--- src/rtl/stack_seq_pkg.sv ---
// Shared definitions for the stack sequencer: operand width, op codes and FSM state encoding.
package stack_seq_pkg;

  localparam int DATA_W = 4;

  localparam logic [1:0] OP_NOP  = 2'b00;
  localparam logic [1:0] OP_PUSH = 2'b01;
  localparam logic [1:0] OP_CALL = 2'b10;
  localparam logic [1:0] OP_POP  = 2'b11;

  typedef enum logic [2:0] {
    ST_IDLE,
    ST_WR,
    ST_INC,
    ST_DEC,
    ST_RD,
    ST_CAP,
    ST_RSP
  } state_e;

endpackage

--- src/rtl/stack_sequencer.sv ---
// Expands push/call/pop requests into the stack's write-increment / decrement-read strobe sequences.
// Optional STACK_SEQ_STICKY_ERR_EN adds a sticky error flag that clears only on rst.
module stack_sequencer
  import stack_seq_pkg::*;
(
  input  logic              clk,
  input  logic              rst,
  input  logic              op_valid,
  input  logic [1:0]        op_code,
  output logic              op_ready,
  input  logic [DATA_W-1:0] data_in,
  input  logic [DATA_W-1:0] pc_in,
  output logic [DATA_W-1:0] stack_data_1_o,
  output logic [DATA_W-1:0] stack_data_2_o,
  output logic              stack_push_o,
  output logic              stack_pop_o,
  output logic              stack_we_o,
  output logic              stack_re_o,
  output logic              stack_mux_sel_o,
  input  logic [DATA_W-1:0] stack_data_i,
  input  logic              full_i,
  input  logic              empty_i,
  output logic              rsp_valid,
  output logic [DATA_W-1:0] rsp_data,
  output logic              rsp_err,
  output logic              err_sticky
);

  // Handshake: an operation is accepted on a rising edge where op_valid && op_ready;
  // op_ready is high only in IDLE, so op_valid in any other state is ignored.

  state_e              state_q, state_d;
  logic [DATA_W-1:0]   data1_q, data1_d;
  logic [DATA_W-1:0]   data2_q, data2_d;
  logic                mux_q, mux_d;
  logic                err_q, err_d;
  logic [DATA_W-1:0]   rsp_data_q, rsp_data_d;
  logic                accept;

  assign accept = op_valid && op_ready;

  always_comb begin
    state_d    = state_q;
    data1_d    = data1_q;
    data2_d    = data2_q;
    mux_d      = mux_q;
    err_d      = err_q;
    rsp_data_d = rsp_data_q;
    unique case (state_q)
      ST_IDLE: begin
        if (accept) begin
          data1_d = data_in;
          data2_d = pc_in;
          err_d   = 1'b0;
          unique case (op_code)
            OP_PUSH, OP_CALL: begin
              if (full_i) begin
                err_d   = 1'b1;
                state_d = ST_RSP;
              end else begin
                mux_d   = (op_code == OP_CALL);
                state_d = ST_WR;
              end
            end
            OP_POP: begin
              if (empty_i) begin
                err_d   = 1'b1;
                state_d = ST_RSP;
              end else begin
                state_d = ST_DEC;
              end
            end
            default: state_d = ST_RSP;
          endcase
        end
      end
      ST_WR:  state_d = ST_INC;
      ST_INC: state_d = ST_RSP;
      ST_DEC: state_d = ST_RD;
      ST_RD:  state_d = ST_CAP;
      ST_CAP: begin
        // Read data is valid the cycle after the read strobe.
        rsp_data_d = stack_data_i;
        state_d    = ST_RSP;
      end
      ST_RSP:  state_d = ST_IDLE;
      default: state_d = ST_IDLE;
    endcase
  end

  always_ff @(posedge clk) begin
    if (rst) begin
      state_q    <= ST_IDLE;
      data1_q    <= '0;
      data2_q    <= '0;
      mux_q      <= 1'b0;
      err_q      <= 1'b0;
      rsp_data_q <= '0;
    end else begin
      state_q    <= state_d;
      data1_q    <= data1_d;
      data2_q    <= data2_d;
      mux_q      <= mux_d;
      err_q      <= err_d;
      rsp_data_q <= rsp_data_d;
    end
  end

  // Gating with rst keeps every strobe and the ready/response low while reset is held.
  assign op_ready        = !rst && (state_q == ST_IDLE);
  assign stack_we_o      = !rst && (state_q == ST_WR);
  assign stack_push_o    = !rst && (state_q == ST_INC);
  assign stack_pop_o     = !rst && (state_q == ST_DEC);
  assign stack_re_o      = !rst && (state_q == ST_RD);
  assign rsp_valid       = !rst && (state_q == ST_RSP);
  assign rsp_err         = rsp_valid && err_q;
  assign rsp_data        = rsp_data_q;
  assign stack_mux_sel_o = mux_q;
  assign stack_data_1_o  = data1_q;
  assign stack_data_2_o  = data2_q;

`ifdef STACK_SEQ_STICKY_ERR_EN
  logic sticky_q, sticky_d;

  always_comb begin
    sticky_d = sticky_q | rsp_err;
  end

  always_ff @(posedge clk) begin
    if (rst) sticky_q <= 1'b0;
    else     sticky_q <= sticky_d;
  end

  assign err_sticky = sticky_q;
`else
  assign err_sticky = 1'b0;
`endif

endmodule

--- config.mk ---
export PLATFORM = sky130hd
export DESIGN_NAME = stack_sequencer
export DESIGN_NICKNAME = d
export VERILOG_FILES = /design/src/rtl/stack_seq_pkg.sv /design/src/rtl/stack_sequencer.sv
export SDC_FILE = /design/constraint.sdc
export NUM_CORES = 1
export LEC_CHECK = 0
export ABC_AREA = 1
export CORE_UTILIZATION = 39
export DETAILED_ROUTE_END_ITERATION = 10
export PLACE_DENSITY_LB_ADDON = 0.05
export RECOVER_POWER = 50
export SYNTH_ARGS = -nofsm -noshare
export SYNTH_HDL_FRONTEND = slang
export SYNTH_SLANG_ARGS = --single-unit
--- constraint.sdc ---
create_clock -name clk -period 1.4 [get_ports clk]
set_input_delay 0.28 -clock clk [delete_from_list [all_inputs] [get_ports clk]]
set_output_delay 0.28 -clock clk [all_outputs]
set_load 0.03 [all_outputs]
==> key figures <==
Global route
  • Met1 usage: a little under a quarter
  • GRT Total Usage: a little under a fifth
  • Global routing's busiest layer: met2
  • Vias in the first global route: between 700 and 800
  • Grt ovf: 0
  • First-pass GRT wire length: around 3.1 mm
  • Met2 usage: 33.60%
  • Met3 Usage GRT: about 3.3%
  • Initial antenna violation count: 0
  • Largest net degree at the start of global routing: 12

Power and ir drop
  • Clk pwr share: ~15%
  • Switching Share: 39.81%
  • Combinational share of power: a little under half
  • Pwr/cell area: 1244 mW/mm^2
  • Internal: ~1.0 mW
  • Final Power: ~1.7 mW
  • Leak: between 0.6 and 0.7 nW
  • Flop pwr share: between 30% and 40%
  • P_sw: between 0.6 and 0.7 mW
  • Peak supply drop: ~570 uV

CTS
  • Cell at the root of the clock tree: clkbuf_4
  • Clock Pin Slew Worst Setup and Hold Paths: around 90 ps
  • Clk buf depth: 2
  • TritonCTS clock tree: done
  • TritonCTS buffer count: 3
  • H-tree depth: 1
  • Post-CTS Hold Buffers: 0
  • Num Clock Sinks: 17
  • Skew-Pair Late Insertion Delay: 280 ps

Route
  • Drt first pass iters: 4
  • Initial DRC count: 7
  • DR vias: ~890
  • Vias per Instance: 4.513
  • # DRC: 0
  • Final WL: around 1.9 mm
  • Antenna Nets Post-Route: 0
  • Wire length per cell: between 9 and 10 um

STA
  • F_max: between 600 and 700 MHz
  • Tmin final: roughly 1500 ps
  • Final Hold Viols: 0
  • Fin crit share: 107.0%
  • Setup violations, final: 4
  • Slew Limit Fails: 0
  • Worst setup margin: -98.35 ps
  • RSZ-0062 raised after global routing: yes
  • Worst Skew: around 3.8 ps

Critical path
  • R2R setup slack: ~170 ps
  • Setup CP Type: flip-flop to output port
  • Worst Path Max Fanout: 4
  • Worst endpoint data arrival time: between 1000 and 1500 ps
  • Critical path startpoint category: flip-flop
  • Crit. End Element: output port
  • CP required: between 1000 and 1500 ps

Final layout
  • Cell Count, Final, Fillers Out: between 150 and 200
  • Syn-to-layout area delta: 63.31%
  • Final #Nets: between 150 and 200
  • Antenna fix cells: 0
  • Fraction of layout cells with a size suffix above 1: between 20% and 30%

Synthesis
  • EDFF count, synth: 0
  • Yosys top cell area share: between 40% and 50%
  • Total nets after synthesis: approximately 140
  • Mapped cell area: ~830 sq um
  • Unique masters post-synth: 17
  • Ys async rst share: 0%
  • Yosys warns: 0
  • Synthesized netlist cell count: ~120
  • Syn avg cell area: 7.051 sq um
  • Top cell type by total area after synthesis: dfxtp_1
  • Most frequent cell after synthesis: nand2_1
  • Synth cell count leaders: nand2_1, a21oi_1, dfxtp_1
  • Seq cells post-synth: 17
  • Dominant synthesized flop cell: dfxtp_1
  • Synth top area cells: dfxtp_1, nand2_1, a21oi_1
  • Sequential area share after synthesis: a little over 40%

Floorplan
  • FP Rows: 16
  • Die width: ~48 um
  • IO Pins: 40
  • Initial Utilization: around two fifths
  • Die H: 48.19 um
  • Core area: approximately 0.0020 sq mm
  • Die area: 0.002322 sq mm

Placed design
  • Placed cells: around 190
  • Routability Congestion: roughly 0.8
  • Detailed Place HPWL: approximately 1.5 mm
  • PortBufs: 38

Run
  • Max-cap viol count: 0

Run status
  • Run status: finished with violations
  • Failing checks: negative setup slack

Min path
  • HP Class: primary input to flip-flop
==> state kept, by name, indices dropped and copies added, names as in the netlist <==
| signal | cells |
|---|---|
| stack_data_1_o | 4 |
| state_q | 3 |
| err_q | 1 |
| stack_data_2_o | 4 |
| rsp_data | 4 |
| stack_mux_sel_o | 1 |
==> area by class of cell <==
class	instances	area (sq um)
multi-input cells	82	436.7
repair buffers	53	455.4
clock buffers	4	26.28
inverters	14	57.56
fillers	178	623.1
well taps	27	33.78
flip-flops and latches	17	349.1
==> final timing paths <==
check / startpoint / to / cells after the start
hold / removal: rst / rsp_data[1] / 3
hold reg to reg: rsp_data[3] / rsp_data[3] / 2
setup reg to reg: state_q[1] / stack_data_2_o[0] / 6
setup / recovery: state_q[2] / rsp_err / 4
==> through the flow <==
| step | setup TNS [ps] | utilization [%] | setup WS, ps | hold WS (ps) | cell area (sq um) |
|---|---|---|---|---|---|
| 2_1_floorplan | -265.5 | - | -133.8 | 422.8 | 848.3 |
| 3_3_place_gp | -3974 | 64.52 | -240.0 | 448.5 | 1279 |
| 3_5_place_dp | -4655 | 64.52 | -283.8 | 454.5 | 1279 |
| 4_1_cts | -182.6 | 68.43 | -82.18 | 466.0 | 1356 |
| 5_1_grt | -716.8 | 68.56 | -172.2 | 438.8 | 1359 |
| 6_report | -237.1 | 68.56 | -98.35 | 428.6 | 1359 |
==> critical path: stages (launching register included) <==
cell and delay [ps]:
dfxtp_4 400, inv_4 50, nor3_4 190, and2_1 160
buf_6 130
==> kinds of logic (layout without fill, tap and decap cells) <==
| logic type | count (synthesis) | after routing | synth area share [%] |
|---|---|---|---|
| simple gates | 57 | 57 | 29.32 |
| compound gates | 20 | 20 | 12.03 |
| fa+ha+maj | 4 | 4 | 6.015 |
| flops | 17 | 17 | 40.90 |
| other cells | 1 | 1 | 0.4507 |
| buf+inv | 19 | 71 | 11.28 |
==> routing by layer <==
layer | up-vias | wire, um
met3 | 4 | 94
met1 | 385 | 840
met5 | - | 0
met2 | 28 | 968
li1 | 472 | -
met4 | 0 | 25
==> power groups by stage <==
| stage | clock network [mW] | logic, mW | registers [mW] |
|---|---|---|---|
| final | 0.254 | 0.799 | 0.637 |
| after global routing | 0.285 | 0.885 | 0.647 |
| after CTS | 0.268 | 0.793 | 0.630 |
| after detailed placement | 0 | 0.722 | 0.616 |
| after global placement | 0 | 0.712 | 0.612 |
| after floorplan | 0 | 0.424 | 0.661 |
==> timing repair <==
action | in CTS | in global routing
setup buffers | 5 | 0
resized for setup | 30 | 9
endpoints found under the setup margin | 20 | 10
pin swaps | 3 | 0
==> cell usage in the layout, fill, tap and decap left out, types with 3 or more instances in the layout <==
cell	instances
nor2_1	9
nor2_2	3
inv_1	10
clkbuf_4	3
nand3_1	9
nand2_2	3
buf_4	18
dfxtp_1	14
dlygate4sd2_1	13
nand2_1	27
clkdlybuf4s50_1	17
a21oi_1	18
ha_1	4
Note: power is estimated with default switching activity, not from simulation.
